$ cat config.mk
export PLATFORM = sky130hd
export DESIGN_NAME = tower_build_ctrl_flat
export DESIGN_NICKNAME = d
export VERILOG_FILES = /design/src/rtl/tower_build_ctrl_if.sv /design/src/rtl/tower_build_ctrl.sv /design/src/flat_wrapper.sv
export SDC_FILE = /design/constraint.sdc
export NUM_CORES = 1
export LEC_CHECK = 0
export BUFFER_PORTS_ARGS = -buffer_cell sky130_fd_sc_hd__buf_2
export CORE_MARGIN = 5
export CORE_UTILIZATION = 40
export CTS_CLUSTER_SIZE = 25
export DETAILED_ROUTE_END_ITERATION = 8
export SLEW_MARGIN = 10
export SYNTH_ARGS = -nofsm -noshare
export SYNTH_HDL_FRONTEND = slang
export SYNTH_SLANG_ARGS = --single-unit
$ cat constraint.sdc
create_clock -name Clk -period 14.17 [get_ports Clk]
set_input_delay 3.5425 -clock Clk [delete_from_list [all_inputs] [get_ports Clk]]
set_output_delay 3.5425 -clock Clk [all_outputs]
set_load 0.005 [all_outputs]
$ cat src/rtl/tower_build_ctrl_if.sv
`default_nettype none
// ----------------------------------------------------------------------------
// Module   : tower_build_ctrl_if
// Brief    : Player button inputs and tower-array command/status bundle for
//            tower_build_ctrl. slave = controller side, master = player side.
// Revision : 1.0  initial release
// ----------------------------------------------------------------------------
interface tower_build_ctrl_if #(
  parameter int GOLD_W = 12
) ();
  logic              btn_left;
  logic              btn_right;
  logic              btn_type;
  logic              btn_build;
  logic              btn_sell;
  logic              gold_add_valid;
  logic [7:0]        gold_add;
  logic              command_tw;
  logic              build;
  logic              sell;
  logic [2:0]        build_location;
  logic [2:0]        build_type;
  logic [2:0]        cursor;
  logic [2:0]        sel_type;
  logic [GOLD_W-1:0] gold;
  logic [7:0]        occupied;
  logic              err;

  modport slave (
    input  btn_left, btn_right, btn_type, btn_build, btn_sell,
    input  gold_add_valid, gold_add,
    output command_tw, build, sell, build_location, build_type,
    output cursor, sel_type, gold, occupied, err
  );

  modport master (
    output btn_left, btn_right, btn_type, btn_build, btn_sell,
    output gold_add_valid, gold_add,
    input  command_tw, build, sell, build_location, build_type,
    input  cursor, sel_type, gold, occupied, err
  );
endinterface
`default_nettype wire

$ cat src/rtl/tower_build_ctrl.sv
`default_nettype none
// ----------------------------------------------------------------------------
// Module   : tower_build_ctrl
// Brief    : Player command stage ahead of the tower slot array. Edge-detects
//            buttons, tracks cursor/type, owns the gold ledger and per-slot
//            tower types, and issues single-cycle build/sell commands.
//            Optional macro TOWER_CTRL_REFUND_EN: sells refund half the cost
//            of the tower being sold (otherwise refund is 0).
// Revision : 1.0  initial release
// ----------------------------------------------------------------------------
module tower_build_ctrl #(
  parameter int START_GOLD = 200,
  parameter int GOLD_W     = 12,
  parameter int COST1      = 100,
  parameter int COST2      = 120,
  parameter int COST3      = 160,
  parameter int COST4      = 220
) (
  input  logic               Clk,
  input  logic               Reset,
  tower_build_ctrl_if.slave  bus
);

  // Two guard bits above the ledger so sums never wrap before saturation.
  localparam int GW = GOLD_W + 2;
  localparam logic [GW-1:0] GOLD_MAX = {2'b00, {GOLD_W{1'b1}}};

  localparam logic [1:0] S_IDLE  = 2'd0;
  localparam logic [1:0] S_CHECK = 2'd1;
  localparam logic [1:0] S_ISSUE = 2'd2;

  function automatic logic [GW-1:0] cost_of(input logic [2:0] t);
    case (t)
      3'd1:    cost_of = GW'(COST1);
      3'd2:    cost_of = GW'(COST2);
      3'd3:    cost_of = GW'(COST3);
      3'd4:    cost_of = GW'(COST4);
      default: cost_of = '0;
    endcase
  endfunction

  logic [1:0]        state;
  logic [4:0]        btn_now, btn_prev, rise;
  logic [2:0]        cursor_q, sel_type_q;
  logic [2:0]        slot_q, type_q;
  logic              op_build_q;
  logic [GOLD_W-1:0] gold_q;
  logic [2:0]        slot_type [8];
  logic              cmd_q, build_q, sell_q, err_q;

  logic [GW-1:0]     cost, refund, debit, credit, income, gold_wide, sum;
  logic [GOLD_W-1:0] gold_next;
  logic              slot_busy, legal, commit;

  // Bit order: left, right, type, build, sell
  assign btn_now = {bus.btn_left, bus.btn_right, bus.btn_type, bus.btn_build, bus.btn_sell};
  assign rise    = btn_now & ~btn_prev;

  assign cost      = cost_of(type_q);
  assign slot_busy = (slot_type[slot_q] != 3'd0);
  assign gold_wide = {2'b00, gold_q};
  // Affordability uses the registered ledger only, never same-cycle income.
  assign legal     = op_build_q ? (!slot_busy && (gold_wide >= cost)) : slot_busy;
  assign commit    = (state == S_CHECK) && legal;

`ifdef TOWER_CTRL_REFUND_EN
  assign refund = cost_of(slot_type[slot_q]) >> 1;
`else
  assign refund = '0;
`endif

  // Income, debit and refund combine into one saturating ledger update; the
  // debit cannot underflow because CHECK already proved gold >= cost.
  assign debit     = (commit && op_build_q)  ? cost   : '0;
  assign credit    = (commit && !op_build_q) ? refund : '0;
  assign income    = bus.gold_add_valid ? GW'(bus.gold_add) : '0;
  assign sum       = gold_wide + income + credit - debit;
  assign gold_next = (sum > GOLD_MAX) ? GOLD_MAX[GOLD_W-1:0] : sum[GOLD_W-1:0];

  // Button history for rising-edge detection; cleared by reset so a held
  // button fires on the first edge after reset.
  always_ff @(posedge Clk) begin
    if (Reset) btn_prev <= '0;
    else       btn_prev <= btn_now;
  end

  // Cursor and type selection respond in every FSM state.
  always_ff @(posedge Clk) begin
    if (Reset) begin
      cursor_q   <= 3'd0;
      sel_type_q <= 3'd1;
    end else begin
      if (rise[4] && !rise[3])      cursor_q <= cursor_q - 3'd1;
      else if (rise[3] && !rise[4]) cursor_q <= cursor_q + 3'd1;
      if (rise[2]) sel_type_q <= (sel_type_q == 3'd4) ? 3'd1 : sel_type_q + 3'd1;
    end
  end

  // Command FSM: latch target at acceptance, decide in CHECK, strobe in ISSUE.
  always_ff @(posedge Clk) begin
    if (Reset) begin
      state      <= S_IDLE;
      slot_q     <= 3'd0;
      type_q     <= 3'd0;
      op_build_q <= 1'b0;
      cmd_q      <= 1'b0;
      build_q    <= 1'b0;
      sell_q     <= 1'b0;
      err_q      <= 1'b0;
    end else begin
      cmd_q   <= 1'b0;
      build_q <= 1'b0;
      sell_q  <= 1'b0;
      err_q   <= 1'b0;
      case (state)
        S_IDLE: begin
          if (rise[1] || rise[0]) begin
            state      <= S_CHECK;
            op_build_q <= rise[1];
            slot_q     <= cursor_q;
            type_q     <= sel_type_q;
          end
        end
        S_CHECK: begin
          if (legal) begin
            state   <= S_ISSUE;
            cmd_q   <= 1'b1;
            build_q <= op_build_q;
            sell_q  <= !op_build_q;
          end else begin
            state <= S_IDLE;
            err_q <= 1'b1;
          end
        end
        S_ISSUE: state <= S_IDLE;
        default: state <= S_IDLE;
      endcase
    end
  end

  // Ledger and slot table; a slot's type doubles as its occupancy flag.
  always_ff @(posedge Clk) begin
    if (Reset) begin
      gold_q <= GOLD_W'(START_GOLD);
      for (int i = 0; i < 8; i++) slot_type[i] <= 3'd0;
    end else begin
      gold_q <= gold_next;
      if (commit) slot_type[slot_q] <= op_build_q ? type_q : 3'd0;
    end
  end

  for (genvar i = 0; i < 8; i++) begin : g_occ
    assign bus.occupied[i] = (slot_type[i] != 3'd0);
  end

  assign bus.command_tw     = cmd_q;
  assign bus.build          = build_q;
  assign bus.sell           = sell_q;
  assign bus.err            = err_q;
  assign bus.build_location = slot_q;
  assign bus.build_type     = type_q;
  assign bus.cursor         = cursor_q;
  assign bus.sel_type       = sel_type_q;
  assign bus.gold           = gold_q;

endmodule
`default_nettype wire

$ cat src/flat_wrapper.sv
// flat-port wrapper written by rule: the top's interface ports become plain ports
module tower_build_ctrl_flat 
#(
  parameter int START_GOLD = 200,
  parameter int GOLD_W     = 12,
  parameter int COST1      = 100,
  parameter int COST2      = 120,
  parameter int COST3      = 160,
  parameter int COST4      = 220
)
  (Clk, Reset, bus_btn_left, bus_btn_right, bus_btn_type, bus_btn_build, bus_btn_sell, bus_gold_add_valid, bus_gold_add, bus_command_tw, bus_build, bus_sell, bus_build_location, bus_build_type, bus_cursor, bus_sel_type, bus_gold, bus_occupied, bus_err);
  tower_build_ctrl_if #(.GOLD_W(GOLD_W)) bus_i ();
  input  logic Clk;
  input  logic Reset;
  input wire logic [$bits(bus_i.btn_left)-1:0] bus_btn_left;
  input wire logic [$bits(bus_i.btn_right)-1:0] bus_btn_right;
  input wire logic [$bits(bus_i.btn_type)-1:0] bus_btn_type;
  input wire logic [$bits(bus_i.btn_build)-1:0] bus_btn_build;
  input wire logic [$bits(bus_i.btn_sell)-1:0] bus_btn_sell;
  input wire logic [$bits(bus_i.gold_add_valid)-1:0] bus_gold_add_valid;
  input wire logic [$bits(bus_i.gold_add)-1:0] bus_gold_add;
  output wire logic [$bits(bus_i.command_tw)-1:0] bus_command_tw;
  output wire logic [$bits(bus_i.build)-1:0] bus_build;
  output wire logic [$bits(bus_i.sell)-1:0] bus_sell;
  output wire logic [$bits(bus_i.build_location)-1:0] bus_build_location;
  output wire logic [$bits(bus_i.build_type)-1:0] bus_build_type;
  output wire logic [$bits(bus_i.cursor)-1:0] bus_cursor;
  output wire logic [$bits(bus_i.sel_type)-1:0] bus_sel_type;
  output wire logic [$bits(bus_i.gold)-1:0] bus_gold;
  output wire logic [$bits(bus_i.occupied)-1:0] bus_occupied;
  output wire logic [$bits(bus_i.err)-1:0] bus_err;
  assign bus_i.btn_left = bus_btn_left;
  assign bus_i.btn_right = bus_btn_right;
  assign bus_i.btn_type = bus_btn_type;
  assign bus_i.btn_build = bus_btn_build;
  assign bus_i.btn_sell = bus_btn_sell;
  assign bus_i.gold_add_valid = bus_gold_add_valid;
  assign bus_i.gold_add = bus_gold_add;
  assign bus_command_tw = bus_i.command_tw;
  assign bus_build = bus_i.build;
  assign bus_sell = bus_i.sell;
  assign bus_build_location = bus_i.build_location;
  assign bus_build_type = bus_i.build_type;
  assign bus_cursor = bus_i.cursor;
  assign bus_sel_type = bus_i.sel_type;
  assign bus_gold = bus_i.gold;
  assign bus_occupied = bus_i.occupied;
  assign bus_err = bus_i.err;
  tower_build_ctrl #(.START_GOLD(START_GOLD), .GOLD_W(GOLD_W), .COST1(COST1), .COST2(COST2), .COST3(COST3), .COST4(COST4)) u_core (.Clk(Clk), .Reset(Reset), .bus(bus_i));
endmodule
Word level (Yosys, flattened, before mapping)
Memories as Yosys holds them, arrays and structs flattened. A register that Yosys moved wholly into a read port is not among the register bits. Index checks and enable logic that the tools add are counted. Widths: inputs -> output; s select.

Flip-flop bits (word level): 36. RAM bits: 24. Output and inout port bits: 36. Logic and storage cells: 82. Memories kept: 1.

Memory list: u_core.slot_type (words 8, bits a word 3, read ports 9, clocked after memory_dff 1, wr ports 8, RTL line tower_build_ctrl.sv:48) `logic [2:0] slot_type [8];`.

$add $sub $neg: 5. Magnitude comparators: 2. Eq/ne operators: 7. Muxes and demuxes: 24. Bitwise operators: 4. Reductions and logical operators: 26.

Operator list (count): $pmux 8 s4 (1); $reduce_bool 3->1 (9); $mux 3 (8); $mux 8 (2); $add 12x14->14 (1); $gt 14x12->1 const B (1); $sub 14x14->14 (1); $ge 12x8->1 (1); $mux 12 (1); $mux 1 (9); $add 3x1->3 const B (2); $eq 3x2->1 const B (2); $eq 3x3->1 const B (2); $reduce_or 3->1 (2); $and 5x5->5 (1); $logic_and 1x1->1 (5); $not 5->5 (1); $logic_not 1->1 (4); $mux 2 (2); $pmux 2 s2 (1); $reduce_or 2->1 (2); $eq 3x1->1 const B (1); $sub 3x1->3 const B (1); $eq 2x1->1 const B (1); other kinds (6) (7).

Logic depth before layout (Yosys ltp)
Gate-level depths: netlist of the first run.

Depth after elaboration: 11. Depth in mapped cells: 22. Gate-level depth less buffers: 19.

Worst setup path before layout of the first run
No wires, ideal clock.

Kind: input port to flip-flop. Start point: in bus_gold_add_valid. End point: reg u_core.gold_q[11], in the netlist u_core.bus.gold[11]. Setup time: 0.132 ns. Arrival: 5.768 ns. Data required time: 14.038 ns. Path slack: 8.270 ns. Cell stages on the path: 10. Buffers on the path: 1. Cell sequence: clkbuf_1 nand2_1 fa_1 inv_1 ha_1 a2111oi_0 a2111oi_0 a21oi_2 mux2i_1 a21oi_1.

Longest elaborated chain between the ends: 5.

Ends and longest elaborated chain: start, declared (RTL line flat_wrapper.sv:20) `input wire logic [$bits(bus_i.gold_add_valid)-1:0] bus_gold_add_valid;`; $mux 8 * (RTL line tower_build_ctrl.sv:76) `assign income = bus.gold_add_valid ? GW'(bus.gold_add) : '0;`; $add 12x14->14 * (RTL line tower_build_ctrl.sv:77) `assign sum = gold_wide + income + credit - debit;`; $sub 14x14->14 * (RTL line tower_build_ctrl.sv:77); $gt 14x12->1 (RTL line tower_build_ctrl.sv:78) `assign gold_next = (sum > GOLD_MAX) ? GOLD_MAX[GOLD_W-1:0] : sum[GOLD_W-1:0];`; $mux 12 * (RTL line tower_build_ctrl.sv:78); end signal, assigned (RTL line tower_build_ctrl.sv:144) `gold_q <= GOLD_W'(START_GOLD);`; end signal, assigned (RTL line tower_build_ctrl.sv:147) `gold_q <= gold_next;`; end, declared (RTL line tower_build_ctrl.sv:47) `logic [GOLD_W-1:0] gold_q;`.

Every way passes the cells marked *; elsewhere a longest branch is shown, timed or not. A chain may end at the register's enable or synchronous reset.

Worst setup path in the final report of the first run
Start point: in bus_gold_add_valid. End point: reg u_core.gold_q[1], in the netlist u_core.bus.gold[1].

The elaborated chain is that of the path after synthesis.

==> results of run 1 <==
[registers in the layout (all words and copies together), names as in the netlist, named ones only]
signal / flops
u_core.slot_type: 24
u_core.bus.gold: 12
u_core.btn_prev: 5
u_core.bus.build_location: 3
u_core.bus.build_type: 3
u_core.bus.cursor: 3
u_core.bus.sel_type: 3
u_core.state: 2
u_core.bus.build: 1
u_core.bus.command_tw: 1
u_core.bus.err: 1
u_core.bus.sell: 1
u_core.op_build_q: 1
[per-layer routing]
| layer | wire (um) | track usage | part of all wire | vias up |
|---|---|---|---|---|
| met3 | 416 | 0.0373 | 0.053 | 6 |
| li1 | - | - | - | 1448 |
| met2 | 3640 | 0.231 | 0.46 | 74 |
| met4 | 39 | 0.0366 | 0.0049 | 0 |
| met5 | 0 | 0 | 0 | - |
| met1 | 3820 | 0.196 | 0.48 | 1293 |
[cells in the final DEF, fill, tap and decap left out, drive strengths merged, types with 3 or more instances in the layout]
cell type  instances
buf               52
inv               40
dfxtp             39
nor2              36
nand2             28
ha                26
a21oi             25
edfxtp            24
nor3              23
nand2b            14
nor2b             13
o21ai             10
a21o               9
clkbuf             9
a31oi              8
nor4               8
xnor2              7
nand3              7
fa                 7
xor2               6
mux2i              6
or3                5
a211oi             3
a31o               3
a2111oi            3
and2               3
clkinv             3
[worst max-delay path: cells and delay by family]
kind,cells,cell delay [ns]
AO/OA/AOI/OAI,5,0.83
XOR/XNOR,1,0.75
adder cells (fa/ha/maj),2,0.83
buffers and inverters,2,0.20
AND/OR/NAND/NOR,1,0.08
[final cells by class]
| class | instances | area, um^2 | share of cell area |
|---|---|---|---|
| Sequential cell | 63 | 1500 | 0.362 |
| Clock inverter | 7 | 72.6 | 0.0175 |
| Clock buffer | 9 | 124 | 0.0299 |
| Tap cell | 108 | 135 | 0.0326 |
| Inverter | 39 | 146 | 0.0353 |
| Timing Repair Buffer | 52 | 263 | 0.0634 |
| Multi-Input combinational cell | 272 | 1900 | 0.459 |
[metrics by stage]
step / cells / total power [uW] / setup WS [ns]
2_1_floorplan: 389 / 515 / 8.27
5_1_grt: 550 / 805 / 7.83
6_report: 550 / 745 / 8.10
3_3_place_gp: 534 / 591 / 7.86
3_5_place_dp: 534 / 594 / 7.80
4_1_cts: 550 / 750 / 8.15
[where the power goes]
part           total, uW  leakage (uW)  internal [uW]  switching, uW
Combinational        358       0.00109            148            210
Sequential           234      0.000570            213           21.2
Clock                153     0.0000956           81.3           71.9
Total                745       0.00176            441            303
[kinds of logic (layout without fill, tap and decap cells)]
family / count (synthesis) / in the layout / synth area share
AOI/OAI and AO/OA: 75 / 75 / 0.134
xor gates and xnor gates: 13 / 13 / 0.0313
adders and majority gates: 33 / 33 / 0.128
buffers and inverters: 54 / 107 / 0.0623
DFF: 63 / 63 / 0.413
muxes: 7 / 7 / 0.0217
and+or+nand+nor: 144 / 144 / 0.209
[worst max-delay path by stage]
| stage | from | cells after the start | endpoint |
|---|---|---|---|
| final | bus_gold_add_valid | 11 | u_core.bus.gold[1] |
| after global routing | bus_gold_add_valid | 11 | u_core.bus.gold[1] |
| after CTS | bus_gold_add_valid | 11 | u_core.bus.gold[1] |
| after detailed placement | bus_gold_add_valid | 11 | u_core.bus.gold[1] |
| after global placement | bus_gold_add_valid | 11 | u_core.bus.gold[1] |
| after floorplan | bus_gold_add_valid | 10 | u_core.bus.gold[11] |
==> results by group, run 1 <==
Place
  – PortBufs: 51
  – Placed cell areas: roughly 4000 um^2
  – Routability cong.: a little under 0.8
  – Placed wire-length estimate: about 6000 um

Floorplan
  – Chip width: 105 um
  – Ports: 52
  – Num rows: 34
  – Chip Height: 105 um
  – Core area: 8810 um^2
  – Starting Density: 0.412
  – Full die area: 11100 um^2

Timing
  – Minimum hold slack: between 0.5 and 0.6 ns
  – Final setup fails: 0
  – Pins Over Slew Limit: 0
  – Worst Max-Slew Pin Slew: 0.926 ns
  – Final Cycle Share: 0.428
  – Final min period: approximately 6 ns
  – Relative slew slack: 0.378
  – Final Hold Fails: 0
  – Unrepaired setup endpoints after global routing: false
  – F_max: 165 MHz
  – Setup TNS: 0 ns
  – Clock Skews: 0.00567 ns

Worst setup path
  – Critical path's slowest cell: xnor2_1
  – Startpoint types: input pin
  – Arrival @ worst endpoint: roughly 6.3 ns
  – R2R depth: 19
  – Req. time, crit path: between 10 and 15 ns
  – WS Path Type: input pin to register
  – Crit-path cells: buf_2 -> nand2_1 -> fa_1 -> inv_1 -> ha_1 -> o211ai_1 -> a21oi_1 -> o21ai_1 -> o221ai_1 -> xnor2_1 -> a31oi_1
  – RR Endpoint: u_core.bus.gold[1]
  – Slowest Stage Delay on Critical Path: 0.75 ns
  – Critical Path Fanout Max: 12
  – Crit end category: register
  – R2R setup slack: ~8.8 ns
  – RR Startpoint: u_core.bus.build_type[1]

CTS
  – Setup repair bufs after CTS: 0
  – Clock slew at reported path FFs: 0.07 ns
  – Latest clock arrival within the worst-skew pair: between 0.3 and 0.4 ns
  – H-tree levels: 3
  – Clock buffer depth: 2
  – CTS Hold Buffers Added: 0
  – CTS tree: built
  – CTS Root Cell: clkbuf_8
  – TritonCTS Buffers: 9
  – Post_cts resized: 0
  – Clk sinks: 63

Global routing
  – Pin count of the biggest net entering global routing: between 40 and 50
  – Overflow after GRT: 0
  – Tot GR Track Use: 0.144
  – Antenna violations before repair: 0
  – Vias in the first global route: about 2.6k
  – First-pass GRT wire length: between 10000 and 15000 um

Finish
  – Fin nets: around 500
  – Layout cells sized above 1: 0.188
  – Antenna cells: 0
  – Area Growth Syn to Fin: 14.2%
  – Util after Layout: 0.471
  – Finished Cell Area: 4150 um^2
  – Fill cells: 869

Logic synthesis
  – Post-synth EDFFs: 24
  – Cell area after synthesis: ~3600 um^2
  – Yosys top cell by area: dfxtp_1
  – Syn nets: 438
  – Synth Warn #: 0
  – Async SR Flop Fraction: 0
  – Number of synthesized register bits: 63
  – Post-synth top cells: 39 x dfxtp_1, 39 x inv_1, 36 x nor2_1
  – Top-area cell type share of the netlist area: 0.215
  – Avg Synthesized Cell Area: ~9.3 um^2
  – Register area share after synthesis: 0.413
  – Syn Inst Count: around 390
  – Synth top area cells: dfxtp_1 21%, edfxtp_1 20%, ha_1 9.0%, inv_1 4.0%, fa_1 3.9%
  – Synth cell types: 54
  – Primary FF master, synth: dfxtp_1

Power
  – Max VDD drop: between 0.1 and 0.15 mV
  – Power Dens Cells: around 180 nW/um^2
  – Leak: about 0.0018 uW

Worst hold path
  – Worst min-delay path startpoint: u_core.bus.cursor[2]
  – HP Class: register to register
  – Worst hold path depth: 2
  – WHS Endpoint: u_core.bus.cursor[2]

Run status
  – Status: finished clean

Route
  – DRT Wirelength: between 7000 and 8000 um
  – WL/cell: approximately 14 um
  – DR vias/cell: 5.13
  – DRT antenna net count: 0
  – DR DRC count: 0
  – First-pass DRT Iterations: 4
  – DR vias: roughly 2.8k
  – DRT iter0 DRCs: roughly 160

Run
  – Max Cap Viol: 0
(Power assumes the default switching activity.)
==> run 2, diff against run 1 <==
Clock period 14.17 ns to 6.1 ns, I/O delays scaled along.
==> results by group, run 2 (synthesized netlist as in run 1, its figures left out) <==
Run status
  – Status: finished clean (unchanged)

Power
  – Int Pwr: 1070 uW (was 441 uW)
  – Leak: 0.00178 uW (was 0.00176 uW)
  – Switching fraction of total power: 0.401 (was 0.407)
  – Power Dens Cells: 426 nW/um^2 (was 180 nW/um^2)
  – Max VDD drop: 0.380 mV (was 0.104 mV)
  – Seq pwr share: 0.304 (was 0.314)
  – Clock network power share: 0.221 (was 0.206)
  – Psw: 713 uW (was 303 uW)
  – Comb power frac: 0.475 (was 0.480)

Timing
  – Setup TNS: 0 ns (unchanged)
  – Clock Skews: 0.0129 ns (was 0.00567 ns)
  – Pins Over Slew Limit: 0 (unchanged)
  – Unrepaired setup endpoints after global routing: false (unchanged)
  – Final Hold Fails: 0 (unchanged)
  – Final WS setup: 1.06 ns (was 8.10 ns)
  – Final setup fails: 0 (unchanged)
  – Final Cycle Share: 0.826
  – Worst Max-Slew Pin Slew: 0.775 ns (was 0.926 ns)
  – Final min period: between 5 and 6 ns
  – Relative slew slack: 0.484 (was 0.378)
  – F_max: roughly 200 MHz

Route
  – WL/cell: 14.1 um (was 14.4 um)
  – DRT Wirelength: 7770 um (was 7910 um)
  – DRT iter0 DRCs: 144 (was 163)
  – DR vias/cell: 5.16 (was 5.13)
  – First-pass DRT Iterations: 4 (unchanged)
  – DRT antenna net count: 0 (unchanged)
  – DR DRC count: 0 (unchanged)
  – DR vias: 2843 (was 2821)

Worst setup path
  – RR Startpoint: u_core.bus.build_type[1] (unchanged)
  – Setup crit start: u_core.bus.build_type[1] (was bus_gold_add_valid)
  – Arrival @ worst endpoint: 5.30 ns (was 6.25 ns)
  – Startpoint types: register (was input pin)
  – WS Path Type: register to register (was input pin to register)
  – Crit end category: register (unchanged)
  – Critical Path Fanout Max: 26 (was 12)
  – R2R depth: 18 (was 19)
  – RR Endpoint: u_core.bus.gold[2] (was u_core.bus.gold[1])
  – R2R setup slack: 1.06 ns (was 8.82 ns)
  – Worst Setup EP: u_core.bus.gold[2] (was u_core.bus.gold[1])
  – Req. time, crit path: 6.36 ns (was 14.35 ns)

Floorplan
  – Core area: 8810 um^2 (unchanged)
  – Ports: 52 (unchanged)
  – Num rows: 34 (unchanged)
  – Starting Density: 0.412 (unchanged)
  – Full die area: 11100 um^2 (unchanged)
  – Chip Height: 105 um (unchanged)
  – Chip width: 105 um (unchanged)

Finish
  – Commonest non-fill, non-tap cell in the layout: buf_2 (unchanged)
  – Commonest cells after routing, fill and taps aside: 51 x buf_2, 39 x inv_1, 39 x dfxtp_1 (unchanged)
  – Max FFs per register: 24 (unchanged)
  – Area Growth Syn to Fin: 15.1% (was 14.2%)
  – Most flop-heavy register: u_core.slot_type (unchanged)
  – Layout cells sized above 1: 0.190 (was 0.188)
  – Antenna cells: 0 (unchanged)
  – Fin nets: 487 (was 486)

CTS
  – CTS tree: built (unchanged)
  – TritonCTS Buffers: 9 (unchanged)
  – Setup repair bufs after CTS: 0 (unchanged)
  – H-tree levels: 3 (unchanged)
  – CTS Root Cell: clkbuf_8 (unchanged)
  – Clock slew at reported path FFs: 0.07 ns (about the same)
  – Clock buffer depth: 2 (unchanged)
  – Latest clock arrival within the worst-skew pair: 0.35 ns (was 0.34 ns)
  – CTS Hold Buffers Added: 0 (unchanged)
  – Post_cts resized: 0 (unchanged)
  – Clk sinks: 63 (unchanged)

Global routing
  – Vias in the first global route: 2820 (was 2645)
  – First-pass GRT wire length: 13400 um (was 12900 um)
  – Pin count of the biggest net entering global routing: 42 (unchanged)
  – Antenna violations before repair: 0 (unchanged)
  – Overflow after GRT: 0 (unchanged)
  – Tot GR Track Use: 0.150 (was 0.144)

Place
  – PortBufs: 51 (unchanged)
  – DP Worst Slack: 1.09 ns (was 7.80 ns)
  – Routability cong.: 0.820 (was 0.796)
  – Placed wire-length estimate: 6030 um (was 6070 um)

Run
  – Max Cap Viol: 0 (unchanged)

Worst hold path
  – HP Class: register to register (unchanged)
-- run 2: cell count changes in the layout (fill, tap and decap cells not counted), sizes merged --
cell / before / now
clkbuf: 9 / 10
clkinvlp: 2 / 1
clkinv: 3 / 1
inv: 40 / 42
buf: 52 / 53
-- run 2: per-stage QoR --
| stage | hold slack [ns] | total power, uW | std cells | area, um^2 | utilization |
|---|---|---|---|---|---|
| after floorplan | 0.487 | 1200 | 389 | 3630 | - |
| after global placement | 0.497 | 1390 | 535 | 3960 | 0.449 |
| after CTS | 0.516 | 1790 | 551 | 4180 | 0.475 |
| after global routing | 0.559 | 1950 | 551 | 4180 | 0.475 |
| final | 0.514 | 1780 | 551 | 4180 | 0.475 |
| after detailed placement | 0.501 | 1390 | 535 | 3960 | 0.449 |
-- run 2: metal layers --
layer,track usage,vias up,wire length [um]
li1,-,1450,-
met1,0.201,1299,3650
met3,0.0403,15,454
met4,0.0469,0,127
met5,0,-,0
met2,0.235,79,3540
-- run 2: cell type report --
class | instances | area (um^2)
fill | 853 | 4630
multi-input combinational | 272 | 1900
sequential | 63 | 1500
timing repair buffer | 53 | 270
clock buffer | 10 | 149
inverter | 39 | 146
tap | 108 | 135
clock inverter | 6 | 72.6
-- run 2: how the worst min path moves through the flow --
stage                                 startpoint                endpoint  slack [ns]  cells past startpoint
after global placement      u_core.bus.cursor[2]    u_core.bus.cursor[2]        0.50                      2
final                     u_core.bus.sel_type[0]  u_core.bus.sel_type[0]        0.51                      2
after global routing      u_core.bus.sel_type[0]  u_core.bus.sel_type[0]        0.56                      2
after CTS                   u_core.bus.cursor[2]    u_core.bus.cursor[2]        0.52                      2
after floorplan             u_core.bus.cursor[2]    u_core.bus.cursor[2]        0.49                      2
after detailed placement  u_core.bus.sel_type[0]  u_core.bus.sel_type[0]        0.50                      2
-- run 2: critical path, stage by stage, from the launching register on --
cell and delay, ns:
dfxtp_1 0.55, nand2b_1 0.19, a21o_1 0.20, a21boi_0 0.33, ha_1 0.32, o21ai_0 0.16
o2111ai_1 0.11, o21bai_1 0.19, and2_2 0.25, nand2_4 0.25, nor3_2 0.09, fa_1 0.51
inv_1 0.04, ha_1 0.35, a2111oi_0 0.57, a2111oi_0 0.19, a21oi_2 0.25, nand2_2 0.18
a31oi_1 0.21
-- run 2: power by group through the flow --
stage / Clock (uW) / Sequential, uW / Combinational, uW
after floorplan: 0 / 539 / 656
after global placement: 0 / 551 / 838
after detailed placement: 0 / 551 / 842
after CTS: 400 / 542 / 848
after global routing: 422 / 549 / 975
final: 394 / 541 / 845
==> run 3, diff against run 2 <==
Clock period 6.1 ns to 4.4 ns, I/O delays scaled along.
==> results by group, run 3 (synthesized netlist as in run 1, its figures left out) <==
Floorplan
  – Chip width: 105 um (unchanged)
  – Ports: 52 (unchanged)
  – Starting Density: 0.412 (unchanged)
  – Core area: 8810 um^2 (unchanged)
  – Full die area: 11100 um^2 (unchanged)
  – Chip Height: 105 um (unchanged)
  – Num rows: 34 (unchanged)

Route
  – DRT iter0 DRCs: 153 (was 144)
  – DR DRC count: 0 (unchanged)
  – First-pass DRT Iterations: 4 (unchanged)
  – WL/cell: 14.7 um (was 14.1 um)
  – DR vias/cell: 5.22 (was 5.16)
  – DRT Wirelength: 8260 um (was 7770 um)
  – DR vias: 2928 (was 2843)
  – DRT antenna net count: 0 (unchanged)

Worst setup path
  – WS Path Type: register to register (unchanged)
  – R2R depth: 21 (was 18)
  – Req. time, crit path: 4.59 ns (was 6.36 ns)
  – Critical Path Fanout Max: 7 (was 26)
  – Crit-path cells: nand2b_1 -> a21o_1 -> buf_4 -> ha_1 -> nor2b_1 -> a311oi_2 -> o21bai_4 -> and2_4 -> nand2_4 -> nor3_4 -> buf_4 -> fa_1 -> inv_1 -> ha_4 -> o211ai_1 -> a21oi_2 -> o21ai_2 -> o221ai_2 -> xnor2_2 -> buf_6 -> a31oi_1 (was nand2b_1 -> a21o_1 -> a21boi_0 -> ha_1 -> o21ai_0 -> o2111ai_1 -> o21bai_1 -> and2_2 -> nand2_4 -> nor3_2 -> fa_1 -> inv_1 -> ha_1 -> a2111oi_0 -> a2111oi_0 -> a21oi_2 -> nand2_2 -> a31oi_1)
  – RR Startpoint: u_core.bus.build_type[1] (unchanged)
  – Buf/Inv on CP: 4 (was 1)
  – Critical path's slowest cell: fa_1 (was a2111oi_0)
  – Crit end category: register (unchanged)
  – CP top delay family: compound AO/OA/AOI/OAI gates (unchanged)
  – RR Endpoint: u_core.bus.gold[1] (was u_core.bus.gold[2])
  – R2R setup slack: 0.19 ns (was 1.06 ns)
  – Arrival @ worst endpoint: 4.40 ns (was 5.30 ns)
  – CP most frequent cell: buf_4
  – Startpoint types: register (unchanged)
  – Slowest Stage Delay on Critical Path: 0.50 ns (was 0.57 ns)

Finish
  – Area Growth Syn to Fin: 21.4% (was 15.1%)
  – Max FFs per register: 24 (unchanged)
  – Non-Filler Instances: 561 (was 551)
  – Finished Cell Area: 4410 um^2 (was 4180 um^2)
  – Layout cells sized above 1: 0.254 (was 0.190)
  – Antenna cells: 0 (unchanged)
  – Most flop-heavy register: u_core.slot_type (unchanged)
  – Commonest cells after routing, fill and taps aside: 51 x buf_2, 38 x inv_1, 37 x dfxtp_1 (was 51 x buf_2, 39 x inv_1, 39 x dfxtp_1)
  – Fin nets: 497 (was 487)
  – Util after Layout: 0.501 (was 0.475)
  – Commonest non-fill, non-tap cell in the layout: buf_2 (unchanged)

Place
  – PortBufs: 51 (unchanged)
  – Placed wire-length estimate: 6170 um (was 6030 um)
  – Placed cell areas: 4010 um^2 (was 3960 um^2)
  – Placed cell count: 542 (was 535)
  – Routability cong.: 0.849 (was 0.820)

Global routing
  – Tot GR Track Use: 0.151 (was 0.150)
  – Overflow after GRT: 0 (unchanged)
  – Antenna violations before repair: 0 (unchanged)
  – First-pass GRT wire length: 13500 um (was 13400 um)
  – Vias in the first global route: 2753 (was 2820)
  – Pin count of the biggest net entering global routing: 42 (unchanged)

Timing
  – Final setup fails: 0 (unchanged)
  – Minimum hold slack: 0.513 ns (was 0.514 ns)
  – Final Hold Fails: 0 (unchanged)
  – Pins Over Slew Limit: 0 (unchanged)
  – Final min period: 4.21 ns (was 5.04 ns)
  – Clock Skews: 0.00812 ns (was 0.0129 ns)
  – Final Cycle Share: 0.956 (was 0.826)
  – Worst Max-Slew Pin Slew: 0.798 ns (was 0.775 ns)
  – Relative slew slack: 0.468 (was 0.484)
  – F_max: 238 MHz (was 199 MHz)

CTS
  – Clk sinks: 63 (unchanged)
  – CTS tree: built (unchanged)
  – TritonCTS Buffers: 9 (unchanged)
  – CTS Root Cell: clkbuf_8 (unchanged)
  – Clock buffer depth: 2 (unchanged)
  – Latest clock arrival within the worst-skew pair: 0.34 ns (was 0.35 ns)
  – Clock slew at reported path FFs: 0.08 ns (was 0.07 ns)
  – H-tree levels: 3 (unchanged)

Worst hold path
  – Worst min-delay path startpoint: u_core.bus.cursor[1] (was u_core.bus.sel_type[0])
  – HP Class: register to register (unchanged)
  – Worst hold path depth: 2 (unchanged)
  – WHS Endpoint: u_core.bus.cursor[1] (was u_core.bus.sel_type[0])

Power
  – Max VDD drop: 0.485 mV (was 0.380 mV)
  – Power Dens Cells: 631 nW/um^2 (was 426 nW/um^2)
  – Tot Pwr: 2780 uW (was 1780 uW)
  – Leak: 0.00187 uW (was 0.00178 uW)

Run
  – Max Cap Viol: 0 (unchanged)

Run status
  – Status: finished clean (unchanged)
run 3: through the flow:
stage / setup WS (ns) / setup TNS, ns
finish: 0.194 / 0
global route: -0.0360 / -0.169
CTS: 0.0156 / 0
detailed placement: 0.0514 / 0
global placement: 0.143 / 0
floorplan: 0.0440 / 0
run 3: final cells by class:
class / instances / area, um^2
multi-input cells: 272 / 2030
repair buffers: 63 / 353
clock inverters: 6 / 88.8
clock buffers: 10 / 149
fillers: 843 / 4400
inverters: 39 / 146
well taps: 108 / 135
flip-flops and latches: 63 / 1500
run 3: how the worst max path moves through the flow:
stage | start | end | slack (ns) | depth (start not counted)
global route | u_core.bus.build_type[2] | u_core.bus.gold[11] | -0.04 | 18
floorplan | u_core.bus.build_type[2] | u_core.bus.gold[7] | 0.04 | 22
finish | u_core.bus.build_type[1] | u_core.bus.gold[1] | 0.19 | 21
detailed placement | u_core.bus.build_type[1] | u_core.bus.gold[1] | 0.05 | 20
global placement | u_core.bus.build_type[2] | u_core.bus.gold[1] | 0.14 | 20
CTS | u_core.bus.build_type[1] | u_core.bus.gold[9] | 0.02 | 18
run 3: repair_timing:
action | in CTS | in global routing
buffers inserted | 0 | 2
resized for setup | 0 | 34
endpoints found under the setup margin | 0 | 12
hold buffers | 0 | 0
run 3: tightest hold or removal path: stages (launching register included):
cell     delay, ns
dfxtp_1       0.34
a21oi_1       0.07
nor2_1        0.07
run 3: metal layers:
layer,up-vias,track usage,share of wire
li1,1472,-,-
met1,1380,0.203,0.47
met2,68,0.240,0.47
met3,8,0.0434,0.053
met4,0,0.0394,0.011
met5,-,0,0
run 3: where the power goes:
part           total (uW)  switching, uW  internal (uW)
combinational        1430            795            632
clock                 604            248            356
sequential            750           65.6            684
